$ cat config.mk
export PLATFORM = sky130hd
export DESIGN_NAME = oclib_csr_range_splitter
export DESIGN_NICKNAME = d
export VERILOG_FILES = /design/src/rtl/oclib_csr_range_splitter.sv
export SDC_FILE = /design/constraint.sdc
export NUM_CORES = 1
export LEC_CHECK = 0
export BUFFER_PORTS_ARGS = -buffer_cell sky130_fd_sc_hd__buf_2
export CAP_MARGIN = 20
export CORE_AREA = 2 2 470 472
export CTS_BUF_LIST = sky130_fd_sc_hd__clkbuf_2 sky130_fd_sc_hd__clkbuf_4 sky130_fd_sc_hd__clkbuf_8
export CTS_CLUSTER_DIAMETER = 80
export CTS_CLUSTER_SIZE = 28
export DETAILED_ROUTE_END_ITERATION = 7
export DIE_AREA = 0 0 472 474
export PLACE_DENSITY = 0.3
export SYNTH_ARGS = -nofsm -noshare
export SYNTH_HDL_FRONTEND = slang
export SYNTH_SLANG_ARGS = --single-unit
$ cat constraint.sdc
create_clock -name clock -period 9.7 [get_ports clock]
set_clock_uncertainty 0.2 [all_clocks]
set_input_delay 0.97 -clock clock [delete_from_list [all_inputs] [get_ports clock]]
set_output_delay 0.97 -clock clock [all_outputs]
set_load 0.03 [all_outputs]
$ cat src/rtl/oclib_csr_range_splitter.sv
// -----------------------------------------------------------------------------
// oclib_pkg / oclib_csr_range_match / oclib_csr_range_splitter
//
// CSR tree branch splitter. One upstream CSR request is captured, decoded
// against per-output key/mask block-ID ranges, and issued to exactly one
// downstream port. Only the selected port's feedback is observed. Unmapped IDs
// either go to DefaultOutput or get a locally generated error response.
//
// Optional feature macro: OC_CSR_RANGE_SPLITTER_TIMEOUT_EN
//   Defined   -> an issue-cycle counter aborts the request with error=1 after
//                TimeoutCycles cycles without ready.
//   Undefined -> no counter; StIssue waits for ready indefinitely.
//
// Ports (oclib_csr_range_splitter):
//   clock       in   single clock
//   reset       in   asynchronous, active-high reset
//   in          in   upstream request (CsrType)
//   inFb        out  upstream response (CsrFbType), non-zero only in StResp
//   out[]       out  downstream requests, strobe only on the selected port
//   outFb[]     in   downstream responses, only outFb[sel] is observed
//   errorPulse  out  one-cycle pulse on every locally generated error
// -----------------------------------------------------------------------------

package oclib_pkg;

  typedef struct packed {
    logic        read;
    logic        write;
    logic [31:0] toblock;
    logic [31:0] address;
    logic [31:0] wdata;
  } csr_32_tree_s;

  typedef struct packed {
    logic        ready;
    logic        error;
    logic [31:0] rdata;
  } csr_32_fb_s;

endpackage

// Per-port block-ID matcher. A key of all ones means "match toblock == Index",
// otherwise the masked ID must equal the key.
//   toblock_i  in   captured block ID
//   hit_o      out  this port claims the ID
module oclib_csr_range_match #(
  parameter int          Index = 0,
  parameter logic [31:0] Key   = 32'hffffffff,
  parameter logic [31:0] Mask  = 32'h0
) (
  input  logic [31:0] toblock_i,
  output logic        hit_o
);

  assign hit_o = (Key == 32'hffffffff) ? (toblock_i == 32'(Index))
                                       : ((toblock_i & Mask) == Key);

endmodule

module oclib_csr_range_splitter #(
  parameter type                      CsrType           = oclib_pkg::csr_32_tree_s,
  parameter type                      CsrFbType         = oclib_pkg::csr_32_fb_s,
  parameter int                       Outputs           = 8,
  parameter logic [Outputs-1:0][31:0] OutputBlockIdKey  = {Outputs{32'hffffffff}},
  parameter logic [Outputs-1:0][31:0] OutputBlockIdMask = {Outputs{32'h0}},
  parameter int                       DefaultOutput     = -1,
  parameter int                       TimeoutCycles     = 1024
) (
  input  logic     clock,
  input  logic     reset,
  input  CsrType   in,
  output CsrFbType inFb,
  output CsrType   out   [Outputs-1:0],
  input  CsrFbType outFb [Outputs-1:0],
  output logic     errorPulse
);

  localparam int SelW = (Outputs > 1) ? $clog2(Outputs) : 1;

  // Reject configurations the decode cannot represent.
  if (Outputs < 1 || Outputs > 32 || TimeoutCycles < 2 ||
      DefaultOutput < -1 || DefaultOutput >= Outputs) begin : g_bad_cfg
    $error("oclib_csr_range_splitter: illegal parameter combination");
  end

  typedef enum logic [2:0] {
    StIdle,
    StDecode,
    StIssue,
    StResp,
    StWait
  } state_e;

  state_e          state_q, state_d;
  CsrType          req_q, req_d;
  logic [SelW-1:0] sel_q, sel_d;
  CsrType          out_q [Outputs-1:0];
  CsrType          out_d [Outputs-1:0];
  CsrFbType        inFb_q, inFb_d;
  logic            errPulse_q, errPulse_d;

  logic [Outputs-1:0] hit;
  logic               hit_any;
  logic [SelW-1:0]    hit_sel;
  CsrFbType           fb_sel;

`ifdef OC_CSR_RANGE_SPLITTER_TIMEOUT_EN
  localparam int CntW = $clog2(TimeoutCycles + 1);
  logic [CntW-1:0] cnt_q, cnt_d;
`endif

  // Decode runs on the captured request, so it is stable throughout StDecode.
  for (genvar i = 0; i < Outputs; i++) begin : g_match
    oclib_csr_range_match #(
      .Index (i),
      .Key   (OutputBlockIdKey[i]),
      .Mask  (OutputBlockIdMask[i])
    ) u_match (
      .toblock_i (req_q.toblock),
      .hit_o     (hit[i])
    );
  end

  assign hit_any = |hit;

  // Lowest-index match wins where ranges overlap.
  always_comb begin
    hit_sel = '0;
    for (int i = Outputs - 1; i >= 0; i--) begin
      if (hit[i]) hit_sel = SelW'(i);
    end
  end

  // Feedback from any other port is never looked at.
  assign fb_sel = outFb[sel_q];

  always_comb begin
    state_d    = state_q;
    req_d      = req_q;
    sel_d      = sel_q;
    out_d      = out_q;
    inFb_d     = '0;
    errPulse_d = 1'b0;
`ifdef OC_CSR_RANGE_SPLITTER_TIMEOUT_EN
    cnt_d      = cnt_q;
`endif

    unique case (state_q)
      StIdle: begin
        if (in.read || in.write) begin
          req_d      = in;
          // read+write together is a write
          req_d.read = in.read & ~in.write;
          state_d    = StDecode;
        end
      end

      StDecode: begin
        if (hit_any || DefaultOutput >= 0) begin
          sel_d = hit_any ? hit_sel : SelW'(DefaultOutput);
          // All ports see the payload; only the selected one sees a strobe.
          for (int j = 0; j < Outputs; j++) begin
            out_d[j]       = req_q;
            out_d[j].read  = req_q.read  & (SelW'(j) == sel_d);
            out_d[j].write = req_q.write & (SelW'(j) == sel_d);
          end
`ifdef OC_CSR_RANGE_SPLITTER_TIMEOUT_EN
          cnt_d = '0;
`endif
          state_d = StIssue;
        end else begin
          inFb_d.ready = 1'b1;
          inFb_d.error = 1'b1;
          errPulse_d   = 1'b1;
          state_d      = StResp;
        end
      end

      StIssue: begin
        if (fb_sel.ready) begin
          for (int j = 0; j < Outputs; j++) begin
            out_d[j].read  = 1'b0;
            out_d[j].write = 1'b0;
          end
          inFb_d.ready = 1'b1;
          inFb_d.error = fb_sel.error;
          inFb_d.rdata = req_q.write ? '0 : fb_sel.rdata;
          state_d      = StResp;
        end
`ifdef OC_CSR_RANGE_SPLITTER_TIMEOUT_EN
        // cnt_q counts completed issue cycles; the strobe is held for exactly
        // TimeoutCycles cycles. A ready in the last one still wins above.
        else if (cnt_q == CntW'(TimeoutCycles - 1)) begin
          for (int j = 0; j < Outputs; j++) begin
            out_d[j].read  = 1'b0;
            out_d[j].write = 1'b0;
          end
          inFb_d.ready = 1'b1;
          inFb_d.error = 1'b1;
          errPulse_d   = 1'b1;
          state_d      = StResp;
        end else begin
          cnt_d = cnt_q + CntW'(1);
        end
`endif
      end

      // inFb_d defaults to zero, so the response registered on entry is a
      // single-cycle pulse.
      StResp: state_d = StWait;

      // Hold off until the master drops its strobe so it is not re-executed.
      StWait: begin
        if (!in.read && !in.write) state_d = StIdle;
      end

      default: state_d = StIdle;
    endcase
  end

  always_ff @(posedge clock or posedge reset) begin
    if (reset) begin
      state_q    <= StIdle;
      req_q      <= '0;
      sel_q      <= '0;
      inFb_q     <= '0;
      errPulse_q <= 1'b0;
      for (int j = 0; j < Outputs; j++) out_q[j] <= '0;
`ifdef OC_CSR_RANGE_SPLITTER_TIMEOUT_EN
      cnt_q      <= '0;
`endif
    end else begin
      state_q    <= state_d;
      req_q      <= req_d;
      sel_q      <= sel_d;
      inFb_q     <= inFb_d;
      errPulse_q <= errPulse_d;
      for (int j = 0; j < Outputs; j++) out_q[j] <= out_d[j];
`ifdef OC_CSR_RANGE_SPLITTER_TIMEOUT_EN
      cnt_q      <= cnt_d;
`endif
    end
  end

  assign inFb       = inFb_q;
  assign errorPulse = errPulse_q;
  for (genvar i = 0; i < Outputs; i++) begin : g_out
    assign out[i] = out_q[i];
  end

endmodule

==> impl_results.md, run 1 <==
- Status: finished, final reports clean
- Gate Count Post-Synth: 1373
- Synth Flop Type: dfrtp_1
- TritonCTS sink count: 251
- Antenna-violating nets left: 0
- Worst slew pin tran: 949 ps
- Adder-Cell Fraction of Synth Area: 0
- Xor and xnor fraction of the mapped netlist area: 0
- Final period util: 0.401
- Core ar.: 0.219 mm²
- Number of synthesis warnings: 0
- Routability cong.: 0.789
- Placement Rows: 172
- Root Buffer: clkbuf_8
- Most common library cells after synthesis: 674 x buf_4, 251 x dfrtp_1, 162 x mux2_2
- Critical Path End Type: flip-flop
- Period minus WS final: 3890 ps
- Max-slew violation total from the final report: 0
- Cell leakage power: 11.2 nW
- Post-CTS Resized: 0
- Yosys cell types: 31
- Maximum vdd drop: 0.0753 mV
- Routed Wire Length: 91.6 mm
- Mux share of post-synthesis cell area: 0.232
- Slew headroom: 0.367
- Die width: 472 µm
- FMAX: 0.257 GHz
- Max-Cap Viols: 0
- CTS clock-pin slew for the worst setup and hold paths: 90 ps
- CP required: 10040 ps
- Pwr Total: 3.16 mW
- Fin Setup TNS: 0 ps
- Power Dens Cells: 148 mW/mm²
- IO Count: 1191
- Syn Area/Cell: 11.7 µm²
- Die Span Y: 474 µm
- Share of cells above drive strength 1: 0.784
- Worst skew pair latency: 740 ps
- First-pass GRT wire length: 113 mm
- Synth area leaders: dfrtp_1 39%, buf_4 32%, mux2_2 11%
- Pre-antenna DRT Iters: 5
- Final Hold Vio Count: 0
- Number of nets in the layout: 2264
- CTS tree: yes
- Yosys reg bits: 251
- FFs w/ async S/R, synth: 1.00
- Worst slack, placed: 5670 ps
- Cell taking the most area after synthesis: dfrtp_1
- Synth Area in Simple Gates: 0.0338
- Total CTS buffers: 35
- Final worst slack: 5810 ps
- I/O Buffers: 1190
- Clk buf depth: 3
- GR Util All Layers: 0.0774
- Synth-to-Final Area Change: 32.7%
- Hold Buf Count CTS: 0
- Most common cell in the netlist: buf_4
- Drt wl/cell: 19.1 µm
- EDFF count, synth: 0
- Initial Utilization: 0.0734
- Initial DRC count: 498
- Dpl hpwl: 75.6 mm
- Initial antenna violation count: 65
- Critical path class: reg2reg
- RSZ-0062 raised after global routing: false
- Largest net degree at the start of global routing: 86
- Post-Syn Area: 0.0161 mm²
- Vias in the first global route: 11100
- CP arrival: 4230 ps
- Crit path max fanout: 41
- Vias per cell: 2.51
- Hold crit path type: in2async
- Main combinational cell family by area after synthesis: buffers and inverters
- Die Area: 0.224 mm²
- Vias post-DR: 12100
- Sequential-to-total area share from yosys stat: 0.391
- Compound-gate portion of the synthesized area: 0.0136
- Drc violations: 0
- # Post-CTS Setup Buffers: 0
- Synth Net Count: 1745
- Final setup fails: 0
- H-tree levels: 2
- Setup crit start kind: flip-flop
- Yosys top cell area share: 0.391
- Gr ovfl total: 0
path summary, 6_finish.rpt:
path / slack [ps] / endpoint / cells after the start / from
max reg2reg: 5810 / out[718]$_DFFE_PP0P_ / 7 / req_q[84]$_DFFE_PP0P_
min in group clock: 250 / req_q[90]$_DFFE_PP0P_ / 2 / in[90]
max: 5810 / out[718]$_DFFE_PP0P_ / 7 / req_q[84]$_DFFE_PP0P_
min: 190 / req_q[28]$_DFFE_PP0P_ / 2 / reset
max in group asynchronous: 7850 / out[746]$_DFFE_PP0P_ / 3 / reset
min reg2reg: 290 / out[293]$_DFFE_PP0P_ / 1 / out[293]$_DFFE_PP0P_
state kept, by name, summed over array words and instances, names as in the netlist:
| register | flops |
|---|---|
| errorPulse | 1 |
| out | 112 |
| inFb | 34 |
| sel_q | 3 |
| state_q | 3 |
| req_q | 98 |
through the flow:
stage	hold slack, ps	utilization	instances	instance area [µm²]
after floorplan	260	-	1373	16100
after global placement	273	0.0937	4726	20500
after detailed placement	274	0.0937	4726	20500
after CTS	68.1	0.0973	4789	21300
after global routing	138	0.0973	4794	21300
final	193	0.0974	4803	21300
worst max-delay path, stage by stage, from the launching register on:
cell     delay (ps)
dfrtp_1         400
nor4_2          490
and4_1          340
nand4_1         190
nor3_4          510
buf_4           510
buf_4           590
mux2_2          400
power by group:
| part | internal, mW | leakage (nW) | total (mW) | switching, mW |
|---|---|---|---|---|
| clock | 0.414 | 0.396 | 1.01 | 0.600 |
| sequential | 1.28 | 3.27 | 1.44 | 0.162 |
| combinational | 0.366 | 7.56 | 0.708 | 0.342 |
layout make-up:
cell class	instances	area [µm²]
antenna	14	35.0
clock buffer	39	531
tap	2871	3590
fill	25300	197000
inverter	3	18.8
timing repair buffer	1203	6070
multi-input combinational	398	4520
sequential	251	6290
clock inverter	24	249
metal layers:
layer  up-vias  track usage  wire length [µm]
met5         -            0               124
met2       921        0.133             44300
met3       146       0.0229              7640
met4        18       0.0265              2910
li1       5034            -                 -
met1      5954       0.0914             36500
placed cells by master (no fill, tap or decap), types with 3 or more instances in the layout:
master | Yosys | final
buf_2 | 27 | 1190
dfrtp_1 | 251 | 248
mux2_2 | 162 | 162
mux4_2 | 66 | 66
nor2_1 | 39 | 39
clkbuf_8 | 0 | 38
mux2i_1 | 36 | 36
nor2b_1 | 36 | 35
a32o_1 | 16 | 16
diode_2 | 0 | 14
buf_4 | 674 | 12
inv_6 | 0 | 8
nand2_1 | 6 | 6
mux2_1 | 5 | 5
inv_12 | 0 | 5
nor3_1 | 4 | 4
inv_8 | 0 | 4
and2_1 | 3 | 3
a21oi_1 | 3 | 3
clkinv_2 | 0 | 3
dfrtp_4 | 0 | 3
cell families (layout without fill, tap and decap cells):
group,Yosys count,in the layout
flip-flops,251,251
buffers and inverters,724,1269
multiplexers,269,269
other,0,14
AO/OA/AOI/OAI,25,25
AND/OR/NAND/NOR,104,104
(Power assumes the default switching activity.)
==> run 2: changes to the inputs <==
Clock period 9.7 ns to 4 ns, I/O delays scaled along.
==> impl_results.md, run 2 (synthesis gave the netlist of run 1 again) <==
- Synth-to-Final Area Change: 45.5% (was 32.7%)
- Max-Cap Viols: 0 (unchanged)
- Setup crit start kind: flip-flop (unchanged)
- Dpl cells: 4732 (was 4726)
- Cell leakage power: 12.1 nW (was 11.2 nW)
- Hold crit path type: in2reg (was in2async)
- Hold Buf Count CTS: 195 (was 0)
- Commonest non-fill, non-tap cell in the layout: buf_2 (unchanged)
- Final Hold Vio Count: 0 (unchanged)
- Post-CTS Resized: 0 (unchanged)
- Core ar.: 0.219 mm² (unchanged)
- Drc violations: 0 (unchanged)
- Pre-antenna DRT Iters: 4 (was 5)
- Max-slew violation total from the final report: 0 (unchanged)
- Antenna-violating nets left: 0 (unchanged)
- Worst slew pin tran: 841 ps (was 949 ps)
- Die Span Y: 474 µm (unchanged)
- Final period util: 0.855 (was 0.401)
- Critical Path End Type: flip-flop (unchanged)
- Root Buffer: clkbuf_8 (unchanged)
- CP required: 4390 ps (was 10040 ps)
- Initial DRC count: 487 (was 498)
- Dpl hpwl: 76.7 mm (was 75.6 mm)
- Die Area: 0.224 mm² (unchanged)
- Gr ovfl total: 0 (unchanged)
- First-pass GRT wire length: 116 mm (was 113 mm)
- CTS clock-pin slew for the worst setup and hold paths: 90 ps (about the same)
- Routability cong.: 0.763 (was 0.789)
- TritonCTS sink count: 251 (unchanged)
- GR Util All Layers: 0.0792 (was 0.0774)
- Routed Wire Length: 93.4 mm (was 91.6 mm)
- CP arrival: 3800 ps (was 4230 ps)
- Clk buf depth: 3 (unchanged)
- Largest register FFs: 112 (unchanged)
- Finished Layout Cells: 5001 (was 4803)
- Die width: 472 µm (unchanged)
- Vias in the first global route: 11900 (was 11100)
- Period minus WS final: 3420 ps (was 3890 ps)
- Power Dens Cells: 335 mW/mm² (was 148 mW/mm²)
- Largest net degree at the start of global routing: 82 (was 86)
- Drt wl/cell: 18.7 µm (was 19.1 µm)
- Final setup fails: 0 (unchanged)
- IO Count: 1191 (unchanged)
- RSZ-0062 raised after global routing: false (unchanged)
- Vias post-DR: 12700 (was 12100)
- Slew headroom: 0.439 (was 0.367)
- Initial Utilization: 0.0734 (unchanged)
- Status: finished, final reports clean (unchanged)
- Critical path class: reg2reg (unchanged)
- Placement Rows: 172 (unchanged)
- Worst skew pair latency: 740 ps (about the same)
- Crit path max fanout: 67 (was 41)
- I/O Buffers: 1190 (unchanged)
- CTS tree: yes (unchanged)
- Number of nets in the layout: 2464 (was 2264)
- Fin Setup TNS: 0 ps (unchanged)
- # Post-CTS Setup Buffers: 0 (unchanged)
- Initial antenna violation count: 70 (was 65)
- FMAX: 0.293 GHz (was 0.257 GHz)
- Total CTS buffers: 34 (was 35)
- Commonest cells after routing, fill and taps aside: 1190 x buf_2, 248 x dfrtp_1, 195 x dlygate4sd3_1, 162 x mux2_2, 66 x mux4_2 (was 1190 x buf_2, 248 x dfrtp_1, 162 x mux2_2, 66 x mux4_2, 39 x nor2_1)
- Maximum vdd drop: 0.215 mV (was 0.0753 mV)
- Pwr Total: 7.82 mW (was 3.16 mW)
- H-tree levels: 2 (unchanged)
- Vias per cell: 2.54 (was 2.51)
- Share of cells above drive strength 1: 0.711 (was 0.784)
[run 2: cell count changes in the layout (fill, tap and decap cells not counted), moves of 3 or more]
cell / previous run / this run
buf_12: 1 / 8
clkbuf_8: 38 / 34
clkinv_8: 1 / 4
clkinvlp_4: 2 / 5
dlygate4sd3_1: 0 / 195
inv_12: 5 / 0
[run 2: worst paths after layout]
check                                     start  slack, ps                   end  cells past startpoint
min reg2reg                out[684]$_DFFE_PP0P_        300  out[684]$_DFFE_PP0P_                      1
min                                   outFb[96]        160    inFb[28]$_DFF_PP0_                      4
min in group asynchronous                 reset        670  out[718]$_DFFE_PP0P_                      4
max in group asynchronous                 reset       1980  out[695]$_DFFE_PP0P_                      5
max reg2reg                sel_q[0]$_DFFE_PP0P_        580    inFb[11]$_DFF_PP0_                      6
max                        sel_q[0]$_DFFE_PP0P_        580    inFb[11]$_DFF_PP0_                      6
[run 2: metal layers]
layer | wire [µm] | vias to the layer above | GRT usage
met5 | 115 | - | 0
met4 | 2640 | 18 | 0.0234
met3 | 7160 | 151 | 0.0217
met2 | 45500 | 887 | 0.136
met1 | 38000 | 6236 | 0.0954
li1 | - | 5427 | -
[run 2: area by class of cell]
class / instances / area (µm²)
Antenna cell: 13 / 32.5
Tap cell: 2871 / 3590
Clock buffer: 34 / 468
Timing Repair Buffer: 1404 / 8150
Sequential cell: 251 / 6290
Clock inverter: 27 / 304
Multi-Input combinational cell: 398 / 4500
Fill cell: 25200 / 195000
Inverter: 3 / 15.0
[run 2: critical path, stage by stage, from the launching register on]
cell	delay, ps
dfrtp_4	490
buf_12	290
mux4_2	580
dlygate4sd3_1	560
mux2i_1	200
dlygate4sd3_1	620
nor2_1	50
[run 2: stage by stage]
stage / util / setup WS, ps / instance area, µm² / hold WS, ps
2_1_floorplan: - / 98.3 / 16100 / 260
3_3_place_gp: 0.0942 / 840 / 20600 / 276
3_5_place_dp: 0.0942 / 892 / 20600 / 275
4_1_cts: 0.107 / 487 / 23300 / 12.2
5_1_grt: 0.107 / 412 / 23300 / 84.6
6_report: 0.107 / 582 / 23400 / 155
[run 2: power breakdown]
part	internal, mW	switching, mW	total (mW)
logic	1.03	0.893	1.92
clock network	1.03	1.42	2.45
registers	3.10	0.351	3.45
